===== config.mk =====
export PLATFORM = sky130hd
export DESIGN_NAME = midi_msg_parser
export DESIGN_NICKNAME = d
export VERILOG_FILES = /design/src/rtl/midi_msg_parser.sv
export SDC_FILE = /design/constraint.sdc
export NUM_CORES = 1
export LEC_CHECK = 0
export ABC_AREA = 1
export CORE_MARGIN = 4
export CORE_UTILIZATION = 40
export CTS_CLUSTER_SIZE = 20
export DETAILED_ROUTE_END_ITERATION = 7
export GPL_TIMING_DRIVEN = 0
export MAX_ROUTING_LAYER = met4
export PLACE_DENSITY = 0.69
export SYNTH_ARGS = -nofsm -noshare
export SYNTH_HDL_FRONTEND = slang
export SYNTH_SLANG_ARGS = --single-unit

===== constraint.sdc =====
create_clock -name clk -period 4.43 [get_ports clk]
set_input_delay 1.329 -clock clk [delete_from_list [all_inputs] [get_ports clk]]
set_output_delay 1.329 -clock clk [all_outputs]
set_load 0.01 [all_outputs]

===== src/rtl/midi_msg_parser.sv =====
// MIDI byte-stream parser: running status, per-channel filter, real-time interleave, FWFT message FIFO.
// Optional macro MIDI_DEC_REALTIME_EN: when defined, real-time bytes (except FD) are queued as len-1 messages.
module midi_msg_parser #(
  parameter int          FIFO_DEPTH       = 4,
  parameter logic [15:0] CHANNEL_MASK     = 16'hFFFF,
  parameter bit          VEL0_TO_NOTE_OFF = 1'b1
) (
  input  logic                          clk,
  input  logic                          reset,
  input  logic                          rx_valid,
  input  logic [7:0]                    rx_byte,
  output logic                          msg_valid,
  input  logic                          msg_ready,
  output logic [7:0]                    msg_status,
  output logic [6:0]                    msg_data1,
  output logic [6:0]                    msg_data2,
  output logic [1:0]                    msg_len,
  output logic [$clog2(FIFO_DEPTH):0]   fifo_count,
  output logic                          overflow,
  output logic                          sync_err
);

  localparam int AW = $clog2(FIFO_DEPTH);

  typedef enum logic [1:0] {S_IDLE, S_WAIT_D1, S_WAIT_D2, S_SYSEX} state_t;

  state_t      r_state, w_state_nxt;
  logic        r_rs_vld, w_rs_vld_nxt;
  logic [7:0]  r_rs, w_rs_nxt;
  logic [7:0]  r_cur, w_cur_nxt;
  logic [6:0]  r_d1, w_d1_nxt;
  logic        w_push, w_push_ok, w_sync_err;
  logic [23:0] w_push_dat;
  logic [7:0]  w_d1_status, w_d2_status;

  function automatic logic is_two_byte(input logic [7:0] s);
    return (s[7:5] == 3'b110) || (s == 8'hF1) || (s == 8'hF3);
  endfunction

  // In IDLE a data byte starts a message under running status.
  assign w_d1_status = (r_state == S_IDLE) ? r_rs : r_cur;
  assign w_d2_status = (VEL0_TO_NOTE_OFF && r_cur[7:4] == 4'h9 && rx_byte[6:0] == 7'd0) ?
                       {4'h8, r_cur[3:0]} : r_cur;

  always_comb begin
    w_state_nxt  = r_state;
    w_rs_vld_nxt = r_rs_vld;
    w_rs_nxt     = r_rs;
    w_cur_nxt    = r_cur;
    w_d1_nxt     = r_d1;
    w_push       = 1'b0;
    w_push_dat   = '0;
    w_sync_err   = 1'b0;
    if (rx_valid) begin
      if (rx_byte[7:3] == 5'b11111) begin
`ifdef MIDI_DEC_REALTIME_EN
        if (rx_byte != 8'hFD) begin
          w_push     = 1'b1;
          w_push_dat = {rx_byte, 7'd0, 7'd0, 2'd1};
        end
`else
        w_push = 1'b0;
`endif
      end else if (rx_byte[7]) begin
        if (r_state == S_WAIT_D1 || r_state == S_WAIT_D2)
          w_sync_err = 1'b1;
        w_state_nxt = S_IDLE;
        w_cur_nxt   = rx_byte;
        if (rx_byte[7:4] != 4'hF) begin
          w_rs_nxt     = rx_byte;
          w_rs_vld_nxt = 1'b1;
          w_state_nxt  = S_WAIT_D1;
        end else begin
          w_rs_vld_nxt = 1'b0;
          case (rx_byte)
            8'hF1, 8'hF2, 8'hF3: w_state_nxt = S_WAIT_D1;
            8'hF0:               w_state_nxt = S_SYSEX;
            8'hF6: begin
              w_push     = 1'b1;
              w_push_dat = {8'hF6, 7'd0, 7'd0, 2'd1};
            end
            default: w_state_nxt = S_IDLE;
          endcase
        end
      end else begin
        case (r_state)
          S_IDLE, S_WAIT_D1: begin
            if (r_state == S_WAIT_D1 || r_rs_vld) begin
              w_cur_nxt = w_d1_status;
              if (is_two_byte(w_d1_status)) begin
                w_push      = 1'b1;
                w_push_dat  = {w_d1_status, rx_byte[6:0], 7'd0, 2'd2};
                w_state_nxt = S_IDLE;
              end else begin
                w_d1_nxt    = rx_byte[6:0];
                w_state_nxt = S_WAIT_D2;
              end
            end else begin
              w_sync_err = 1'b1;
            end
          end
          S_WAIT_D2: begin
            w_push      = 1'b1;
            w_push_dat  = {w_d2_status, r_d1, rx_byte[6:0], 2'd3};
            w_state_nxt = S_IDLE;
          end
          default: w_state_nxt = r_state;
        endcase
      end
    end
  end

  // System and real-time messages (status Fx) bypass the channel filter.
  assign w_push_ok = w_push && ((w_push_dat[23:20] == 4'hF) || CHANNEL_MASK[w_push_dat[19:16]]);

  logic [23:0]   r_mem [FIFO_DEPTH];
  logic [AW-1:0] r_wr_ptr, r_rd_ptr;
  logic [AW:0]   r_count;
  logic          r_overflow, r_sync_err;
  logic          w_full, w_pop, w_wr;
  logic [23:0]   w_head;

  assign w_full = (r_count == (AW+1)'(FIFO_DEPTH));
  assign w_pop  = msg_valid && msg_ready;
  assign w_wr   = w_push_ok && (!w_full || w_pop);

  always_ff @(posedge clk or posedge reset) begin
    if (reset) begin
      r_state    <= S_IDLE;
      r_rs_vld   <= 1'b0;
      r_rs       <= '0;
      r_cur      <= '0;
      r_d1       <= '0;
      r_wr_ptr   <= '0;
      r_rd_ptr   <= '0;
      r_count    <= '0;
      r_overflow <= 1'b0;
      r_sync_err <= 1'b0;
    end else begin
      r_state    <= w_state_nxt;
      r_rs_vld   <= w_rs_vld_nxt;
      r_rs       <= w_rs_nxt;
      r_cur      <= w_cur_nxt;
      r_d1       <= w_d1_nxt;
      r_overflow <= w_push_ok && w_full && !w_pop;
      r_sync_err <= w_sync_err;
      if (w_wr)  r_wr_ptr <= r_wr_ptr + AW'(1);
      if (w_pop) r_rd_ptr <= r_rd_ptr + AW'(1);
      case ({w_wr, w_pop})
        2'b10:   r_count <= r_count + 1'b1;
        2'b01:   r_count <= r_count - 1'b1;
        default: r_count <= r_count;
      endcase
    end
  end

  always_ff @(posedge clk) begin
    if (w_wr) r_mem[r_wr_ptr] <= w_push_dat;
  end

  assign w_head     = msg_valid ? r_mem[r_rd_ptr] : 24'd0;
  assign msg_valid  = (r_count != '0);
  assign msg_status = w_head[23:16];
  assign msg_data1  = w_head[15:9];
  assign msg_data2  = w_head[8:2];
  assign msg_len    = w_head[1:0];
  assign fifo_count = r_count;
  assign overflow   = r_overflow;
  assign sync_err   = r_sync_err;

endmodule


==> flow_summary.ini <==
[run_status]
status = completed

[timing]
hold_violations = 0
tightestPinTransition_ns = 0.772
fin_crit_ns = 4.06
final_max_slew_viol_count = 0
setup-violations-final = 0
finalClockSkew_ns = 0.00989
grt_setup_unrepaired = false
timing.final.crit_share_pct = 91.6
slew-limit-headroom_pct = 48.4
max_freq_ghz = 0.246

[global_route]
grt_usage_pct = 18.5
antenna_found_initial = 0
grt_max_degree = 36
grt_overflow_total = 0
grt_pass1_vias = 4297
grt_pass1_wl_um = 22900

[place]
dpl.hpwl_um = 10200
gp_congestion = 0.981
portBuffers = 40

[yosys]
ys_ff_latch = 131
postSynthAreaPerCell_um2 = 10.2
synth_area_mm2 = 0.00599
synthTopCellsByCount = 117 x nor2_1, 96 x edfxtp_1, 69 x o21ai_0
yosysSeqAreaShare_pct = 62.8
async_reset_ff_share_pct = 26.7
synth_top_area_cell = edfxtp_1
syn-instance-count = 588
ys.flop_type = edfxtp_1
synth_most_common_cell = nor2_1
yosys_warnings = 0
ys_types = 36
synth.net_count = 611
ys_top_cells_by_area = edfxtp_1 48%, dfrtp_1 15%, nor2_1 7.3%
synth_top_area_share_pct = 48.1
synth-edff-count = 96

[route]
drtIter0Drc = 428
dr_total_vias = 4373
ant_nets = 0
routed_via_density = 5.16
routed_wl_um = 14300
wl_per_cell_um = 16.9
drc_errors = 0
firstDrtPassIters = 5

[setup_path]
path_max_fanout = 10
max_stage_delay_ns = 0.57
regToRegStartpoint = r_state[1]
reg2reg_slack_ns = 1.46
path_cells = clkbuf_1 > inv_2 > clkbuf_1 > clkbuf_1 > o21ai_0 > a21oi_1 > clkdlybuf4s50_1
crit_family = buffers and inverters
critPathSlowestCell = clkdlybuf4s50_1
cpMostUsedCell = clkbuf_1
worstReg2RegEnd = r_mem[0][3]
cp.arrival_ns = 2.73
start_kind = flop
worst-setup-path-type = flop to primary output
endpoint_kind = primary output
worstPathRequired_ns = 3.10
reg2reg_depth = 13
crit_buf_inv = 5

[floorplan]
core_area_mm2 = 0.0146
rows = 44
initial_core_util_pct = 41.0
io_pins = 42
die_x_um = 130
die_height_um = 130
dieArea_mm2 = 0.0170

[layout]
syn_to_final_growth_pct = 21.8
utilization_pct = 50.0
regArea_mm2 = 0.00376
layout.nets = 674
multi_input_area_mm2 = 0.00192
drive_gt1_share_pct = 10.8
diodes = 0
fill_cells = 1304

[power_and_ir_drop]
ir_worst_vdd_mv = 0.282
p_per_area_mw_per_mm2 = 689
power_uw = 5020
p_leak_uw = 0.00276

[min_path]
hold_path.class = flop to flop
holdPathEnd = r_rs[7]
hp-start = r_rs[7]
worstHoldPathCells = 2

[clock_network]
cts.root.buffer_cell = clkbuf_16
cts_resized = 0
cts.sinks = 131
clkLatencyLatePin_ns = 0.42
clkTransAtPathRegs_ns = 0.05
cts.hold.buffers_added = 0
cts_tree = yes
postCtsSetupRepairBufs = 0
h-tree-depth = 4
cts_made_buffers = 17
clock_path_buffers = 2

[run]
drv_cap = 0
state kept, by name, indices dropped and copies added, names as in the netlist:
name        count
r_rs_vld        1
r_cur           8
fifo_count      3
overflow        1
r_rs            8
r_rd_ptr        2
r_state         2
r_wr_ptr        2
r_mem          96
sync_err        1
r_d1            7
cells by family (layout without fill, tap and decap cells):
group / after synthesis / count (layout) / synth area share, %
simple gates: 226 / 226 / 16.1
compound gates: 139 / 139 / 12.9
flops: 131 / 131 / 62.8
buf+inv: 77 / 153 / 5.27
fa+ha+maj: 11 / 11 / 2.42
xor+xnor: 4 / 4 / 0.585
through the flow:
stage	std cells	setup slack (ns)	hold WS, ns	instance area [um^2]	TNS, ns
after floorplan	588	0.800	0.422	5990	0
after global placement	812	-0.673	0.440	6620	-59.74
after detailed placement	816	0.299	0.456	6730	0
after CTS	848	0.313	0.469	7290	0
after global routing	848	0.162	0.497	7290	0
final	848	0.372	0.466	7290	0
layout by cell type (no fill, tap or decap), types with 14 or more instances in the layout:
cell / netlist / final
clkbuf_1: 22 / 27
nand3_1: 14 / 14
edfxtp_1: 96 / 96
dfrtp_1: 35 / 35
a21oi_1: 41 / 41
inv_1: 42 / 41
clkbuf_16: 0 / 17
clkdlybuf4s50_1: 0 / 40
o21ai_0: 69 / 69
nand2_1: 62 / 62
nor2_1: 117 / 113
how the worst max path moves through the flow:
stage	slack, ns	from	endpoint	cells after the start
floorplan	0.80	rx_byte[7]	r_mem[0][0]	8
global placement	-0.67	rx_byte[5]	r_mem[3][9]	7
detailed placement	0.30	rx_byte[5]	r_mem[0][12]	8
CTS	0.31	r_rd_ptr[0]	msg_data2[2]	7
global route	0.16	r_rd_ptr[1]	msg_data1[6]	7
finish	0.37	r_rd_ptr[0]	msg_data2[2]	7
metal layers:
layer	up-vias	share of wire (%)	track usage (%)
met5	-	0	-
met1	2089	44	23.8
met4	0	1.3	6.05
met3	19	6.0	4.75
met2	141	49	28.8
li1	2124	-	-
power breakdown:
part	switching, uW	leakage (uW)	internal [uW]
Combinational	1240	0.00117	817
Clock	479	0.000278	864
Sequential	95.6	0.00131	1530
worst min-delay path: stages (launching register included):
cell and delay (ns):
dfrtp_1 0.32, inv_1 0.05, nand2_1 0.06
area by class of cell:
cell class | instances | area share [%]
multi-input cells | 380 | 26.4
well taps | 184 | 3.16
inverters | 50 | 2.61
clock buffers | 25 | 6.66
clock inverters | 7 | 1.12
repair buffers | 44 | 6.83
plain buffers | 27 | 1.72
flip-flops and latches | 131 | 51.5
Note: power is estimated with default switching activity, not from simulation.
